`src/rtl/vreg_dump_unit.sv`:
```
// Vector register dump: reads first_reg..last_reg through a single register-file
// read port and streams each register as LANE_W-bit lanes over valid/ready.
module vreg_dump_unit #(
  parameter int NUM_REGS = 15,
  parameter int DATA_W   = 128,
  parameter int LANE_W   = 16
) (
  input  logic              clk,
  input  logic              rst,
  input  logic              start,
  input  logic [3:0]        first_reg,
  input  logic [3:0]        last_reg,
  output logic [3:0]        rf_ra,
  input  logic [DATA_W-1:0] rf_rd,
  output logic              out_valid,
  input  logic              out_ready,
  output logic [LANE_W-1:0] out_data,
  output logic [3:0]        out_reg,
  output logic [2:0]        out_lane,
  output logic              out_last,
  output logic              busy,
  output logic              done,
  output logic              err
);

  localparam int         LANES     = DATA_W / LANE_W;
  localparam logic [2:0] LANE_MAX  = 3'(LANES - 1);
  localparam logic [4:0] REG_LIMIT = 5'(NUM_REGS);

  localparam logic [1:0] ST_IDLE = 2'd0;
  localparam logic [1:0] ST_READ = 2'd1;
  localparam logic [1:0] ST_SEND = 2'd2;
  localparam logic [1:0] ST_DONE = 2'd3;

  logic [1:0]        state_reg, state_next;
  logic [3:0]        idx_reg, idx_next;
  logic [3:0]        last_idx_reg, last_idx_next;
  logic [2:0]        lane_reg, lane_next;
  logic              err_flag_reg, err_flag_next;
  logic [DATA_W-1:0] buf_reg, buf_next;

  logic [LANE_W-1:0] lane_word [LANES];
  logic              range_ok;
  logic              beat_fire;
  logic              lane_final;
  logic              reg_final;

  genvar gi;
  generate
    for (gi = 0; gi < LANES; gi++) begin : g_lane
      assign lane_word[gi] = buf_reg[gi*LANE_W +: LANE_W];
    end
  endgenerate

  // last_reg is widened so NUM_REGS itself (e.g. 16) stays representable.
  assign range_ok   = (first_reg <= last_reg) && ({1'b0, last_reg} < REG_LIMIT);
  assign beat_fire  = (state_reg == ST_SEND) && out_ready;
  assign lane_final = (lane_reg == LANE_MAX);
  assign reg_final  = (idx_reg == last_idx_reg);

  always_comb begin
    state_next    = state_reg;
    idx_next      = idx_reg;
    last_idx_next = last_idx_reg;
    lane_next     = lane_reg;
    err_flag_next = err_flag_reg;
    buf_next      = buf_reg;
    case (state_reg)
      ST_IDLE: begin
        if (start) begin
          if (range_ok) begin
            idx_next      = first_reg;
            last_idx_next = last_reg;
            state_next    = ST_READ;
          end else begin
            err_flag_next = 1'b1;
            state_next    = ST_DONE;
          end
        end
      end
      ST_READ: begin
        // Single snapshot per register; later RF writes do not reach the stream.
        buf_next   = rf_rd;
        lane_next  = '0;
        state_next = ST_SEND;
      end
      ST_SEND: begin
        if (beat_fire) begin
          if (!lane_final) begin
            lane_next = lane_reg + 3'd1;
          end else if (!reg_final) begin
            idx_next   = idx_reg + 4'd1;
            state_next = ST_READ;
          end else begin
            state_next = ST_DONE;
          end
        end
      end
      default: begin
        err_flag_next = 1'b0;
        state_next    = ST_IDLE;
      end
    endcase
  end

  always_ff @(posedge clk or negedge rst) begin
    if (!rst) begin
      state_reg    <= ST_IDLE;
      idx_reg      <= '0;
      last_idx_reg <= '0;
      lane_reg     <= '0;
      err_flag_reg <= 1'b0;
      buf_reg      <= '0;
    end else begin
      state_reg    <= state_next;
      idx_reg      <= idx_next;
      last_idx_reg <= last_idx_next;
      lane_reg     <= lane_next;
      err_flag_reg <= err_flag_next;
      buf_reg      <= buf_next;
    end
  end

  // Outputs decode straight from reset-cleared state, so they drop with rst.
  assign busy      = (state_reg == ST_READ) || (state_reg == ST_SEND);
  assign rf_ra     = busy ? idx_reg : 4'd0;
  assign out_valid = (state_reg == ST_SEND);
  assign out_data  = out_valid ? lane_word[lane_reg] : '0;
  assign out_reg   = out_valid ? idx_reg : 4'd0;
  assign out_lane  = out_valid ? lane_reg : 3'd0;
  assign out_last  = out_valid && lane_final && reg_final;
  assign done      = (state_reg == ST_DONE);
  assign err       = done && err_flag_reg;

endmodule

```
`config.mk`:
```
export PLATFORM = sky130hd
export DESIGN_NAME = vreg_dump_unit
export DESIGN_NICKNAME = d
export VERILOG_FILES = /design/src/rtl/vreg_dump_unit.sv
export SDC_FILE = /design/constraint.sdc
export NUM_CORES = 1
export LEC_CHECK = 0
export CORE_MARGIN = 5
export CORE_UTILIZATION = 50
export CTS_CLUSTER_DIAMETER = 120
export DETAILED_ROUTE_END_ITERATION = 8
export GPL_TIMING_DRIVEN = 0
export PLACE_DENSITY = 0.81
export SLEW_MARGIN = 0
export SYNTH_ARGS = -nofsm -noshare
export SYNTH_HDL_FRONTEND = slang
export SYNTH_SLANG_ARGS = --single-unit
```
`constraint.sdc`:
```
create_clock -name clk -period 2.8 [get_ports clk]
set_input_delay 0.7 -clock clk [delete_from_list [all_inputs] [get_ports clk]]
set_output_delay 0.7 -clock clk [all_outputs]
set_load 0.05 [all_outputs]
```
==> qor.yml, run 1 <==
status: "complete, no violations"
path_class: "reg -> out"
worst_ep_arrival_time_ns: 2.09
final_antenna_net_count: 0
cts_buffers: 17
grt_pass1_wl_mm: 27.7
clkSinkCount: 142
place_hpwl_mm: 13.3
rsz0062_at_grt: "yes"
place_congestion: 0.924
cts_max_level: 4
nets: 802
peakVddDrop_mv: 0.774
syn_area_um2: 6810
setup_ws_ns: 0.0142
die_h_um: 127
placed_cell_area_um2: 8810
routedWlPerCell_um: 21.0
cts-root-buf: "clkbuf_16"
finalSetupViolations: 0
n_antenna_cell: 0
grt.overflow.total: 0
tns_ns: 0
avgSynthCellArea_um2: 15.0
async_flop_share_pct: 100
drc: 0
portBuffers: 171
syn_nets: 606
start_util_pct: 51.2
pre_cts_ws_ns: -0.698
drive_above_1_share_pct: 40.1
wl_met2_mm: 8.84
end_kind: "output pin"
syn_inst: 455
largest_reg_flops: 128
synth-main-ff-cell: "dfrtp_1"
drt_iter0_drc: 256
power_density_nw_per_um2: 1200
fp-row-count: 42
finClkSkew_ns: 0.00622
layout_worst_path_cycle_share_pct: 99.5
hold_class: "in -> async"
vias: 4541
cts_tree: "done"
total_power_uw: 11400
top_layer: "met4"
grt_max_degree: 82
maxSlewViolCount: 0
synth-seq-cells: 142
grt_pass1_vias: 5210
synth.yosys.seq_area_share_pct: 52.2
cts_hold_buf: 0
yosysUniqueCellTypes: 39
max_freq_mhz: 359
maxCapViolations: 0
worst_pin_slew_ns: 0.774
clkTransAtPathRegs_ns: 0.05
final_area_um2: 9530
critPathMaxFanout: 6
grtUsageTotal_pct: 22.6
cts_buffer_depth: 2
die_x_um: 127
syn_to_final_growth_pct: 40.0
fin_cells: 839
cp.required_ns: 2.10
die_area_um2: 16000
dp.cells: 803
crit_path_start_kind: "flip-flop"
relSlewSlack_pct: 48.4
synth-edff-count: 0
antenna_found_initial: 0
wl_mm: 17.7
core_area_um2: 13300
pin_count: 172
clk_latency_ns: 0.41
wl_met3_mm: 1.30
hold_viol: 0
leakagePower_uw: 0.00393
ys_warn_count: 0
met1Wirelength_mm: 7.16
finalCriticalPeriod_ns: 2.79
first_pass_iters: 4
avgViaCountPerCell: 5.41
[area by class of cell]
cell class,instances,area (um^2)
multi-input cells,271,3130
clock inverters,5,52.6
well taps,176,220
flip-flops and latches,142,3550
clock buffers,26,529
fillers,891,3760
repair buffers,177,1790
inverters,12,45.0
plain buffers,30,216
[placed cells by master, fill, tap and decap left out, types with 2 or more instances in the layout]
| cell | count |
|---|---|
| buf_6 | 14 |
| buf_4 | 7 |
| a21oi_1 | 3 |
| ha_1 | 11 |
| nand2_1 | 4 |
| nor2b_1 | 3 |
| nor2_1 | 3 |
| dlygate4sd2_1 | 6 |
| clkdlybuf4s50_1 | 141 |
| clkinv_2 | 3 |
| clkbuf_1 | 18 |
| clkbuf_8 | 10 |
| mux2_2 | 133 |
| nand2b_1 | 4 |
| nor2b_2 | 16 |
| o21ai_0 | 5 |
| mux2_4 | 3 |
| and2_2 | 2 |
| xor2_1 | 3 |
| clkbuf_2 | 2 |
| mux2i_1 | 19 |
| mux4_2 | 32 |
| buf_8 | 2 |
| buf_12 | 3 |
| buf_2 | 9 |
| dfrtp_1 | 141 |
| inv_1 | 12 |
| clkbuf_16 | 19 |
| and2_1 | 10 |
[synthesized netlist by cell type, types with 2 or more instances]
| cell | instances | area share (%) |
|---|---|---|
| nor2b_1 | 19 | 1.7 |
| nor2_1 | 4 | 0.22 |
| mux2i_1 | 20 | 2.9 |
| o21ai_0 | 5 | 0.37 |
| inv_1 | 12 | 0.66 |
| clkbuf_1 | 21 | 1.2 |
| xor2_1 | 3 | 0.39 |
| mux2_4 | 3 | 0.66 |
| nand2b_1 | 4 | 0.37 |
| a21oi_1 | 3 | 0.22 |
| dfrtp_1 | 142 | 52 |
| ha_1 | 11 | 2.0 |
| and2_1 | 10 | 0.92 |
| nand2_1 | 4 | 0.22 |
| buf_2 | 5 | 0.37 |
| mux4_2 | 32 | 11 |
| and2_2 | 2 | 0.22 |
| buf_1 | 2 | 0.11 |
| mux2_2 | 133 | 22 |
[final timing paths]
| kind | cells past startpoint | slack (ns) | startpoint | endpoint |
|---|---|---|---|---|
| setup / recovery | 6 | 0.01 | lane_reg[0]$_DFFE_PN0P_ | out_data[2] |
| hold / removal | 1 | 0.33 | rst | buf_reg[11]$_DFFE_PN0N_ |
| setup reg to reg | 6 | 0.32 | state_reg[1]$_DFFE_PN0P_ | buf_reg[124]$_DFFE_PN0N_ |
| hold reg to reg | 1 | 0.50 | buf_reg[107]$_DFFE_PN0N_ | buf_reg[107]$_DFFE_PN0N_ |
| max in group asynchronous | 2 | 1.70 | rst | buf_reg[113]$_DFFE_PN0N_ |
| min in group clk | 1 | 0.50 | buf_reg[107]$_DFFE_PN0N_ | buf_reg[107]$_DFFE_PN0N_ |
[worst max-delay path, cell delays in order (launching register included)]
cell	delay (ns)
dfrtp_1	0.38
buf_8	0.17
clkbuf_16	0.17
mux4_2	0.52
mux2i_1	0.18
nor2b_2	0.06
buf_4	0.19
[metrics by stage]
stage               util (%)  hold WS (ns)
global route            71.7         0.389
CTS                     71.2         0.368
detailed placement      66.3         0.491
floorplan                  -         0.404
finish                  71.7         0.334
global placement        66.1         0.482
[cell families after synthesis]
logic type / synth area share (%)
mux: 36.2
flops: 52.2
simple gates: 4.47
buf+inv: 2.65
compound gates: 1.97
fa+ha+maj: 2.02
xor+xnor: 0.515
[metal layers]
layer | GRT usage, % | vias to the layer above
li1 | - | 2053
met5 | 0 | -
met3 | 7.78 | 31
met4 | 8.01 | 0
met1 | 27.3 | 2289
met2 | 37.9 | 168
[what timing repair did]
action | in CTS | in global routing
setup buffers | 3 | 0
gates cloned | 0 | 2
endpoints found under the setup margin | 29 | 23
resized for setup | 157 | 33
pin swaps | 0 | 1
[power by group]
part / total, uW / switching, uW / internal [uW]
clock: 2190 / 807 / 1380
sequential: 3690 / 563 / 3120
combinational: 5560 / 2650 / 2910
total: 11400 / 4020 / 7420
Power figures use the tool's default switching activity.
==> run 2: changes to the inputs <==
- SLEW_MARGIN: 0 -> 20
==> qor.yml, run 2 (synthesized netlist as in run 1, its figures left out) <==
cts_buffer_depth: 2  # unchanged
status: "finished with violations"
n_antenna_cell: 0  # unchanged
place_hpwl_mm: 13.2  # -0.18%
grt_pass1_wl_mm: 27.7  # +0.25%
failed_checks: "setup timing"
pre_cts_ws_ns: -0.687  # +0.0115 ns
leakagePower_uw: 0.00397  # +1.1%
cts_tree: "done"
grt_pass1_vias: 5205  # -0.096%
first_pass_iters: 4  # unchanged
avgViaCountPerCell: 5.47  # +1.0%
start_util_pct: 51.2  # unchanged
multi_input_area_um2: 3130  # +0.24%
cts_hold_buf: 0  # unchanged
syn_to_final_growth_pct: 41.5
hold_class: "in -> async"
nFillCells: 878  # -1.5%
layout_worst_path_cycle_share_pct: 100  # +0.57 points
maxSlewViolCount: 0  # unchanged
cts_buffers: 17  # unchanged
nets: 803  # +0.12%
worst_ep_arrival_time_ns: 2.10  # about the same
maxCapViolations: 0  # unchanged
path_class: "reg -> out"
clk_latency_ns: 0.42  # about the same
grtUsageTotal_pct: 22.7  # +0.11 points
layout_common_cells: "dfrtp_1 (141), clkdlybuf4s50_1 (141), mux2_2 (133)"
clkTransAtPathRegs_ns: 0.05  # about the same
fp-row-count: 42  # unchanged
pin_count: 172  # unchanged
die_area_um2: 16000  # unchanged
cts_max_level: 4  # unchanged
max_freq_mhz: 357  # -0.57%
finClkSkew_ns: 0.00575  # -0.000467 ns
drt_iter0_drc: 254  # -0.78%
vias: 4592  # +1.1%
die_x_um: 127  # unchanged
critPathMaxFanout: 7  # +1
cp.required_ns: 2.10  # about the same
setup_ws_ns: -0.00185  # -0.0161 ns
cts-root-buf: "clkbuf_16"
antenna_found_initial: 0  # unchanged
finalSetupViolations: 1  # +1
grt_max_degree: 82  # unchanged
rsz0062_at_grt: "yes"
wl_mm: 17.8  # +0.72%
peakVddDrop_mv: 0.925  # +19%
largest_reg_flops: 128  # unchanged
finalCriticalPeriod_ns: 2.80  # +0.0161 ns
core_area_um2: 13300  # unchanged
end_kind: "output pin"
grt.overflow.total: 0  # unchanged
drive_above_1_share_pct: 40.7  # +0.54 points
relSlewSlack_pct: 49.7  # +1.2 points
power_density_nw_per_um2: 1210  # +1.1%
crit_path_start_kind: "flip-flop"
total_power_uw: 11700  # +2.2%
drc: 0  # unchanged
portBuffers: 171  # unchanged
clkSinkCount: 142  # unchanged
routedWlPerCell_um: 21.2  # +0.60%
hold_viol: 0  # unchanged
tns_ns: -0.00185  # -0.00185 ns
place_congestion: 0.924  # unchanged
seqCellArea_um2: 3550  # unchanged
die_h_um: 127  # unchanged
worst_pin_slew_ns: 0.755  # -0.0186 ns
final_antenna_net_count: 0  # unchanged
run 2: changes by cell type in the layout (fill, tap and decap cells not counted), sizes merged:
cell / previous run / this run
buf: 36 / 38
bufinv: 1 / 2
clkbuf: 50 / 49
clkdlybuf4s15: 0 / 1
clkinvlp: 1 / 0
dlygate4sd2: 6 / 5
run 2: worst max-delay path: stages, from the launching register on:
cell and delay [ns]:
dfrtp_1 0.39, buf_12 0.18, clkbuf_16 0.16, mux4_2 0.53, mux2i_1 0.19, nor2b_2 0.08, buf_6 0.15
run 2: metrics by stage:
step / cells / hold slack (ns) / area, um^2 / util [%]
4_1_cts: 839 / 0.304 / 9590 / 72.1
3_5_place_dp: 803 / 0.491 / 8810 / 66.3
5_1_grt: 840 / 0.321 / 9630 / 72.4
6_report: 840 / 0.277 / 9630 / 72.4
2_1_floorplan: 455 / 0.404 / 6850 / -
3_3_place_gp: 802 / 0.482 / 8780 / 66.1
run 2: power by group:
group,leakage (uW),switching (uW),internal [uW]
Combinational,0.00199,2690,2990
Clock,0.000308,820,1490
Sequential,0.00167,561,3120
Total,0.00397,4070,7610
run 2: worst paths after layout:
path,start,endpoint,slack [ns],cells past startpoint
max,lane_reg[0]$_DFFE_PN0P_,out_data[8],-0.002,6
min,rst,buf_reg[11]$_DFFE_PN0N_,0.28,1
max reg2reg,state_reg[1]$_DFFE_PN0P_,buf_reg[4]$_DFFE_PN0N_,0.34,6
min reg2reg,buf_reg[107]$_DFFE_PN0N_,buf_reg[107]$_DFFE_PN0N_,0.50,1
max in group asynchronous,rst,buf_reg[81]$_DFFE_PN0N_,1.81,2
min in group clk,buf_reg[107]$_DFFE_PN0N_,buf_reg[107]$_DFFE_PN0N_,0.50,1
run 2: layout make-up:
type                       count  share of cell area, %
buffer                        30                   2.30
clock buffer                  26                   5.60
clock inverter                 5                  0.779
inverter                      12                  0.468
multi-input combinational    271                   32.5
sequential                   142                   36.9
tap                          176                   2.29
timing repair buffer         178                   19.1
run 2: per-layer routing:
| layer | vias to the layer above | GRT usage, % | wire length (um) |
|---|---|---|---|
| met5 | - | 0 | 0 |
| met4 | 0 | 8.45 | 376 |
| li1 | 2058 | - | - |
| met3 | 28 | 7.73 | 1300 |
| met2 | 158 | 37.1 | 8860 |
| met1 | 2348 | 28.1 | 7240 |
run 2: what timing repair did:
action / 4_1_cts / 5_1_grt
resized for setup: 166 / 34
setup endpoints to repair: 29 / 24
pin swaps: 0 / 1
buffers inserted: 3 / 0
endpoints found under the hold margin: 0 / 0
cloned: 2 / 1
==> run 3: changes to the inputs <==
- SETUP_SLACK_MARGIN: not set -> 0.2
==> qor.yml, run 3 (synthesized netlist as in run 1, its figures left out) <==
status: "complete, no violations"
maxSlewViolCount: 0  # unchanged
drt_iter0_drc: 216  # -15%
fp-row-count: 42  # unchanged
syn_to_final_growth_pct: 43.4
largest_reg_flops: 128  # unchanged
layout_worst_path_cycle_share_pct: 99.9  # -0.15 points
cts_buffer_depth: 2  # unchanged
setup_ws_ns: 0.00224  # +0.00410 ns
avgViaCountPerCell: 5.43  # -0.68%
drive_above_1_share_pct: 44.6  # +3.9 points
hold_class: "in -> async"
total_power_uw: 12200  # +4.1%
place_hpwl_mm: 13.1  # -0.97%
path_class: "reg -> out"
worst_pin_slew_ns: 0.751  # -0.00446 ns
rsz0062_at_grt: "yes"
drc: 0  # unchanged
n_antenna_cell: 0  # unchanged
die_h_um: 127  # unchanged
cts_tree: "done"
grt_max_degree: 84  # +2.4%
crit_start: "lane_reg[0]$_DFFE_PN0P_"
final_area_um2: 9760  # +1.4%
cts_hold_buf: 0  # unchanged
finalSetupViolations: 0  # -1
peakVddDrop_mv: 0.688  # -26%
antenna_found_initial: 0  # unchanged
grt.overflow.total: 0  # unchanged
critPathMaxFanout: 5  # -2
die_area_um2: 16000  # unchanged
maxCapViolations: 0  # unchanged
crit_path_start_kind: "flip-flop"
clkTransAtPathRegs_ns: 0.06  # about the same
reg2regPathDepth: 6  # unchanged
fin_cells: 840  # unchanged
vias: 4561  # -0.68%
end_kind: "output pin"
place_congestion: 0.934  # +1.1%
pre_cts_ws_ns: -0.717  # -0.0298 ns
leakagePower_uw: 0.00401  # +1.1%
nets: 802  # -0.12%
finalCriticalPeriod_ns: 2.80  # -0.00410 ns
die_x_um: 127  # unchanged
clk_latency_ns: 0.42  # about the same
grt_pass1_vias: 5256  # +0.98%
grt_pass1_wl_mm: 28.2  # +1.7%
start_util_pct: 51.2  # unchanged
worst_ep_arrival_time_ns: 2.10  # about the same
cts-root-buf: "clkbuf_16"
dp.cells: 803  # unchanged
cp.required_ns: 2.10  # about the same
hold_viol: 0  # unchanged
placed_cell_area_um2: 8860  # +0.57%
final_common_cell: "dfrtp_1"
power_density_nw_per_um2: 1240  # +2.7%
routedWlPerCell_um: 21.6  # +2.0%
cts_buffers: 17  # unchanged
grtUsageTotal_pct: 23.1  # +0.33 points
first_pass_iters: 5  # +1
relSlewSlack_pct: 50.0  # +0.30 points
core_area_um2: 13300  # unchanged
tns_ns: 0  # +0.00185 ns
pin_count: 172  # unchanged
clkSinkCount: 142  # unchanged
regToRegStartpoint: "state_reg[1]$_DFFE_PN0P_"
cts_max_level: 4  # unchanged
finClkSkew_ns: 0.00599  # +0.000240 ns
final_antenna_net_count: 0  # unchanged
max_freq_mhz: 357  # +0.15%
portBuffers: 171  # unchanged
layout_common_cells: "dfrtp_1 (141), clkdlybuf4s50_1 (138), mux2_2 (133)"
wl_mm: 18.1  # +2.0%
-- run 3: worst paths after layout --
path	to	slack [ns]
max	out_data[1]	0.002
min reg2reg	buf_reg[99]$_DFFE_PN0N_	0.50
min	buf_reg[56]$_DFFE_PN0N_	0.23
max in group asynchronous	buf_reg[121]$_DFFE_PN0N_	1.82
min in group clk	buf_reg[99]$_DFFE_PN0N_	0.50
max reg2reg	buf_reg[10]$_DFFE_PN0N_	0.36
-- run 3: where the power goes --
group / internal [uW] / total (uW) / switching, uW / leakage [uW]
Sequential: 3120 / 3710 / 587 / 0.00167
Combinational: 3070 / 5910 / 2830 / 0.00202
Clock: 1680 / 2540 / 857 / 0.000324
Total: 7880 / 12200 / 4280 / 0.00401
-- run 3: routing by layer --
layer	share of wire (%)	global-route usage, %
met5	0	0
met4	1.8	6.62
met3	6.0	6.31
met2	52	40.1
met1	40	28.3
-- run 3: layout make-up --
cell class,instances,area (um^2)
fill,859,3530
multi-input combinational,271,3290
timing repair buffer,177,1760
tap,176,220
inverter,12,45.0
clock buffer,23,488
clock inverter,9,180
buffer,30,231
sequential,142,3550
-- run 3: stage by stage --
| step | utilization (%) | hold slack (ns) |
|---|---|---|
| 3_3_place_gp | 66.4 | 0.484 |
| 6_report | 73.4 | 0.228 |
| 4_1_cts | 73.0 | 0.227 |
| 3_5_place_dp | 66.7 | 0.491 |
| 2_1_floorplan | - | 0.404 |
| 5_1_grt | 73.4 | 0.256 |
-- run 3: worst max-delay path: stages, from the launching register on --
cell,delay (ns)
dfrtp_1,0.38
buf_8,0.14
buf_6,0.15
mux4_2,0.55
mux2i_1,0.20
nor2b_2,0.07
buf_4,0.19
-- run 3: repair_timing --
action                     4_1_cts  5_1_grt
resized for setup              220       34
setup endpoints to repair       34       47
setup buffers                    4        1
pin swaps                        1        1
gates cloned                     0        0
